===== config.mk =====
export PLATFORM = sky130hd
export DESIGN_NAME = rc4_key_scheduler
export DESIGN_NICKNAME = d
export VERILOG_FILES = /design/src/rtl/rc4_sched_pkg.sv /design/src/rtl/rr_arbiter.sv /design/src/rtl/rc4_key_scheduler.sv
export SDC_FILE = /design/constraint.sdc
export NUM_CORES = 1
export LEC_CHECK = 0
export BUFFER_PORTS_ARGS = -buffer_cell sky130_fd_sc_hd__buf_2
export CORE_MARGIN = 2
export CORE_UTILIZATION = 49
export CTS_CLUSTER_DIAMETER = 100
export DETAILED_ROUTE_END_ITERATION = 6
export PLACE_DENSITY = 0.82
export SLEW_MARGIN = 20
export SYNTH_ARGS = -nofsm -noshare
export SYNTH_HDL_FRONTEND = slang
export SYNTH_SLANG_ARGS = --single-unit

===== constraint.sdc =====
create_clock -name CLOCK_50 -period 2.8 [get_ports CLOCK_50]
set_input_delay 0.14 -clock CLOCK_50 [delete_from_list [all_inputs] [get_ports CLOCK_50]]
set_output_delay 0.14 -clock CLOCK_50 [all_outputs]
set_load 0.01 [all_outputs]

===== src/rtl/rc4_sched_pkg.sv =====
// Shared constants and FSM state type for the RC4 key-space scheduler and core wrappers.
package rc4_sched_pkg;
  localparam int SCHED_KEY_W      = 24;
  localparam int SCHED_CHUNK_LOG2 = 12;

  typedef enum logic [2:0] {
    S_IDLE,
    S_SEARCH,
    S_DRAIN,
    S_FOUND,
    S_EXHAUSTED
  } sched_state_t;
endpackage


===== src/rtl/rr_arbiter.sv =====
// Round-robin arbiter: one-hot grant searching from a rotating pointer that moves past the winner on accept.
module rr_arbiter #(
  parameter int N = 4
) (
  input  logic         clk,
  input  logic         rst_n,
  input  logic         clear,
  input  logic         accept,
  input  logic [N-1:0] req,
  output logic [N-1:0] gnt,
  output logic         any
);
  localparam int PW = (N > 1) ? $clog2(N) : 1;

  logic [PW-1:0] ptr;
  logic [PW-1:0] pick;
  int            idx;

  always_comb begin
    gnt  = '0;
    any  = 1'b0;
    pick = '0;
    idx  = 0;
    for (int k = 0; k < N; k++) begin
      idx = int'(ptr) + k;
      if (idx >= N) idx = idx - N;
      if (!any && req[idx]) begin
        any      = 1'b1;
        gnt[idx] = 1'b1;
        pick     = idx[PW-1:0];
      end
    end
  end

  always_ff @(posedge clk or negedge rst_n) begin
    if (!rst_n)      ptr <= '0;
    else if (clear)  ptr <= '0;
    else if (accept) ptr <= (int'(pick) == N - 1) ? '0 : pick + 1'b1;
  end
endmodule


===== src/rtl/rc4_key_scheduler.sv =====
// Hands fixed-size key chunks to idle RC4 cores, latches the first hit and reports exhaustion.
// Optional RC4_SCHED_PERF_EN adds search-cycle and dispatched-chunk counters.
module rc4_key_scheduler
  import rc4_sched_pkg::*;
#(
  parameter int               NUM_CORES  = 4,
  parameter int               KEY_W      = SCHED_KEY_W,
  parameter logic [KEY_W-1:0] KEY_MAX    = 24'h3FFFFF,
  parameter int               CHUNK_LOG2 = SCHED_CHUNK_LOG2
) (
  input  logic                       CLOCK_50,
  input  logic                       reset_n,
  input  logic                       start,
  input  logic [NUM_CORES-1:0]       core_req,
  input  logic [NUM_CORES-1:0]       core_found,
  input  logic [NUM_CORES*KEY_W-1:0] core_key,
  output logic [NUM_CORES-1:0]       grant,
  output logic [KEY_W-1:0]           chunk_base,
  output logic [KEY_W-1:0]           chunk_last,
  output logic                       stop,
  output logic                       found,
  output logic [KEY_W-1:0]           found_key,
  output logic                       exhausted,
  output logic                       busy,
  output logic [31:0]                perf_cycles,
  output logic [15:0]                perf_chunks
);
  localparam int             BW      = KEY_W + 1;
  localparam logic [BW-1:0]  CHUNK   = {{(BW-1){1'b0}}, 1'b1} << CHUNK_LOG2;
  localparam logic [BW-1:0]  MAX_EXT = {1'b0, KEY_MAX};

  sched_state_t         state;
  logic [BW-1:0]        next_base, base_end;
  logic [KEY_W-1:0]     last_clip, win_key;
  logic [NUM_CORES-1:0] active, req_q, req_rise, eligible, arb_gnt;
  logic                 arb_any, start_go, do_grant, any_found, range_done;

  assign base_end   = next_base + CHUNK - 1'b1;
  assign last_clip  = (base_end > MAX_EXT) ? KEY_MAX : base_end[KEY_W-1:0];
  assign range_done = next_base > MAX_EXT;
  assign any_found  = |core_found;
  // A rising req on an active core means its chunk finished; it may be re-granted the same edge.
  assign req_rise   = core_req & ~req_q & active;
  assign eligible   = core_req & (~active | req_rise);
  assign start_go   = start && (state == S_IDLE || state == S_FOUND || state == S_EXHAUSTED);
  assign do_grant   = (state == S_SEARCH) && !any_found && !range_done && arb_any;

  always_comb begin
    win_key = '0;
    for (int i = NUM_CORES - 1; i >= 0; i--)
      if (core_found[i]) win_key = core_key[i*KEY_W +: KEY_W];
  end

  rr_arbiter #(.N(NUM_CORES)) u_arb (
    .clk    (CLOCK_50),
    .rst_n  (reset_n),
    .clear  (start_go),
    .accept (do_grant),
    .req    (eligible),
    .gnt    (arb_gnt),
    .any    (arb_any)
  );

  always_ff @(posedge CLOCK_50 or negedge reset_n) begin
    if (!reset_n) begin
      state      <= S_IDLE;
      next_base  <= '0;
      active     <= '0;
      req_q      <= '0;
      grant      <= '0;
      chunk_base <= '0;
      chunk_last <= '0;
      stop       <= 1'b0;
      found      <= 1'b0;
      found_key  <= '0;
      exhausted  <= 1'b0;
      busy       <= 1'b0;
    end else begin
      grant  <= '0;
      req_q  <= core_req;
      active <= (active & ~req_rise) | (do_grant ? arb_gnt : '0);
      case (state)
        S_SEARCH: begin
          if (any_found) begin
            state     <= S_FOUND;
            found     <= 1'b1;
            stop      <= 1'b1;
            found_key <= win_key;
            busy      <= 1'b0;
          end else if (range_done) begin
            state <= S_DRAIN;
          end else if (do_grant) begin
            grant      <= arb_gnt;
            chunk_base <= next_base[KEY_W-1:0];
            chunk_last <= last_clip;
            next_base  <= next_base + CHUNK;
          end
        end
        S_DRAIN: begin
          if (any_found) begin
            state     <= S_FOUND;
            found     <= 1'b1;
            stop      <= 1'b1;
            found_key <= win_key;
            busy      <= 1'b0;
          end else if (active == '0) begin
            state     <= S_EXHAUSTED;
            exhausted <= 1'b1;
            busy      <= 1'b0;
          end
        end
        default: begin
          if (start_go) begin
            state     <= S_SEARCH;
            next_base <= '0;
            active    <= '0;
            stop      <= 1'b0;
            found     <= 1'b0;
            found_key <= '0;
            exhausted <= 1'b0;
            busy      <= 1'b1;
          end
        end
      endcase
    end
  end

`ifdef RC4_SCHED_PERF_EN
  logic [31:0] cyc_cnt;
  logic [15:0] chunk_cnt;

  always_ff @(posedge CLOCK_50 or negedge reset_n) begin
    if (!reset_n) begin
      cyc_cnt   <= '0;
      chunk_cnt <= '0;
    end else if (start_go) begin
      cyc_cnt   <= '0;
      chunk_cnt <= '0;
    end else begin
      if (busy) cyc_cnt <= cyc_cnt + 1'b1;
      if (do_grant && chunk_cnt != 16'hFFFF) chunk_cnt <= chunk_cnt + 1'b1;
    end
  end

  assign perf_cycles = cyc_cnt;
  assign perf_chunks = chunk_cnt;
`else
  assign perf_cycles = '0;
  assign perf_chunks = '0;
`endif
endmodule

==> summary.txt <==
Seq/Total Area, Yosys - 37.9%
hold-critical path depth - 4
Multi-input gate area - 0.00280 mm2
Psw - 0.00168 W
port bufs - 174
Data required, critical path - 3.07 ns
clk slew on worst S/H paths - 0.08 ns
first-pass GRT wire length - 21000 um
Cells after DPL - 902
Synth Area in Simple Gates - 17.0%
vias in the first global route - 4340
crit end category - flop
Synth top area share - 37.9%
max-cap violations - 0
cell internal pwr - 0.00260 W
main combinational cell family by area after synthesis - compound AO/OA/AOI/OAI gates
Flop pwr share - 38.9%
WL final - 13300 um
Antenna Nets Post-Route - 0
DR DRC count - 0
Sink Count - 82
Avg WL per Cell - 14.4 um
final worst slack - 0.272 ns
Synth Area in Compound Gates - 24.1%
crit share post-route - 90.3%
CTS tree - built
XOR/XNOR Fraction of Synth Area - 1.92%
post-DP HPWL - 9880 um
H-tree levels - 3
Layout area overhead - 15.5%
Stages on worst setup path - 6
logic gate share of total power - 42.7%
Critical Path Start Type - flop
GP Congestion - 0.920
fraction of layout cells with a size suffix above 1 - 28.2%
YS warnings - 0
worst slew pin tran - 0.982 ns
Worst-Skew Late Latency - 0.35 ns
Iter 0 DRT Violations - 276
Synth Area per Inst - 8.52 um2
Max Clock Freq - 396 MHz
Post-synth top flop - dfrtp_1
final hold vios - 0
Final min period - 2.53 ns
Yosys top cell by area - dfrtp_1
RSZ-0062 raised after global routing - no
Final Util - 57.9%
Mapped Area - 0.00541 mm2
ANT cells - 0
Worst Skew - 0.0114 ns
CTS resizes - 0
Max transition margin - 34.3%
Clock Power Share - 18.4%
register area - 0.00205 mm2
Hold WS - 0.111 ns
adder-cell share of the synthesized area - 2.31%
Die Span Y - 109 um
Clock Path Buffers - 2
FILL cells - 982
CP bufs+invs - 1
EDFF count, synth - 0
Gate Count Post-Synth - 635
DR vias/cell - 5.29
Die ar. - 0.0119 mm2
Row Count - 38
Die X-Extent - 109 um
io pins - 235
Yosys cell types - 66
nets - 895
main area contributors after synthesis - dfrtp_1, buf_4, nand2_1, nor2_1, o21ai_0
Async SR Flop Fraction - 100%
drt first pass iters - 5
via count - 4883
FF+latch count, synth - 82
initial core utilization - 50.1%
GRT Total Usage - 22.4%
slowest stage delay, CP - 0.52 ns
most frequent cells in the layout - buf_2, dfrtp_1, nand2_1, nor2_1, conb_1
fin. max-slew vios - 0
P_leak - 3.17 nW
worst r2r path cells - 6
mux share of post-synthesis cell area - 2.08%
commonest non-fill, non-tap cell in the layout - buf_2
GRT overflow - 0
worst path arrival time - 2.79 ns
Top Family by Delay on Critical Path - flip-flops
min-delay worst type - in -> reg
Final Setup Violations - 0
Max IR drop VDD - 392 uV
worst-path maximum fanout - 8
core region area - 0.0108 mm2
Post-Layout Cell Count - 923
dpl ws - 0.298 ns
Post-CTS Setup Inserts - 0
pin count of the biggest net entering global routing - 83
cell type of the slowest stage on the worst timing path - dfrtp_1
CTS Hold Bufs - 5
cts bufs inserted - 9
initial antenna violation count - 0
CP Cell Sequence - inv_1 -> ha_1 -> mux4_2 -> nor3_1 -> a21oi_1 -> o22ai_1
Fin Setup TNS - 0 ns
PD cells - 685 mW/mm2
status - finished, final reports clean
CTS root buf - clkbuf_8
CP Class - reg -> reg
switching share of power - 39.3%
layout make-up:
cell class                 instances  share of cell area (%)
tap                              140                    2.80
clock buffer                      13                    2.54
timing repair buffer             189                    16.0
multi-input combinational        485                    44.8
clock inverter                     3                   0.380
sequential                        82                    32.8
inverter                          11                   0.661
per-stage QoR:
stage	total power, W	instance area [um2]
after floorplan	0.00303	5630
after global placement	0.00348	6010
after detailed placement	0.00353	6010
after CTS	0.00433	6250
after global routing	0.00462	6250
final	0.00428	6250
cells by family after synthesis:
| logic type | Yosys count |
|---|---|
| AND/OR/NAND/NOR | 203 |
| AO/OA/AOI/OAI | 194 |
| buffers and inverters | 127 |
| flip-flops | 82 |
| XOR/XNOR | 11 |
| adder cells (fa/ha/maj) | 10 |
| multiplexers | 7 |
| other | 1 |
sequential cells by signal (all words and copies together), names as in the netlist:
| name | count |
|---|---|
| active | 4 |
| busy | 1 |
| chunk_base | 12 |
| chunk_last | 13 |
| exhausted | 1 |
| found | 1 |
| found_key | 24 |
| grant | 4 |
| next_base | 13 |
| req_q | 4 |
| state | 3 |
| u_arb.ptr | 2 |
worst paths after layout:
kind | from | end | slack, ns
min in group asynchronous | reset_n | req_q[3] | 0.38
max reg2reg | u_arb.ptr[1] | active[1] | 0.27
min | core_key[5] | found_key[5] | 0.11
max | u_arb.ptr[1] | active[1] | 0.27
max in group asynchronous | reset_n | busy | 1.88
min reg2reg | chunk_base[20] | chunk_base[20] | 0.47
cell usage after synthesis, types with 2 or more instances:
| library cell | count |
|---|---|
| xor2_1 | 4 |
| inv_1 | 10 |
| nand2b_1 | 5 |
| buf_6 | 2 |
| a21bo_2 | 3 |
| nor3_1 | 10 |
| a21oi_1 | 39 |
| nor4_1 | 3 |
| o21ai_0 | 48 |
| o211ai_1 | 3 |
| nor2b_1 | 2 |
| a32o_1 | 2 |
| buf_4 | 74 |
| a21o_1 | 4 |
| o31ai_1 | 3 |
| a22oi_1 | 25 |
| a22o_1 | 24 |
| xnor2_1 | 6 |
| a21boi_2 | 3 |
| clkbuf_1 | 24 |
| dfrtp_1 | 82 |
| nand4_1 | 7 |
| mux2i_1 | 3 |
| and3_1 | 5 |
| nand3_1 | 12 |
| ha_1 | 10 |
| and2_1 | 7 |
| buf_2 | 14 |
| a221oi_1 | 4 |
| mux4_2 | 2 |
| a31oi_1 | 12 |
| o21ai_1 | 4 |
| a211oi_1 | 3 |
| nand2_1 | 74 |
| o22ai_1 | 4 |
| nor2_1 | 68 |
power by group through the flow:
| stage | Clock [W] | Combinational [W] | Sequential [W] |
|---|---|---|---|
| after detailed placement | 0 | 0.00184 | 0.00169 |
| after floorplan | 0 | 0.00127 | 0.00176 |
| final | 0.000788 | 0.00183 | 0.00166 |
| after global routing | 0.000867 | 0.00205 | 0.00171 |
| after global placement | 0 | 0.00180 | 0.00168 |
| after CTS | 0.000821 | 0.00184 | 0.00167 |
per-layer routing:
| metal | wire [um] | vias up | part of all wire [%] | GRT usage [%] |
|---|---|---|---|---|
| met5 | 0 | - | 0 | 0 |
| met3 | 939 | 15 | 7.1 | 3.89 |
| li1 | - | 2394 | - | - |
| met4 | 132 | 0 | 1.0 | 5.95 |
| met2 | 6810 | 229 | 51 | 38.6 |
| met1 | 5380 | 2245 | 41 | 28.9 |
tightest hold or removal path: stages:
cell and delay [ns]:
buf_2 0.08, nand2_1 0.04, o21ai_0 0.06, a22o_1 0.11
Note: power is estimated with default switching activity, not from simulation.
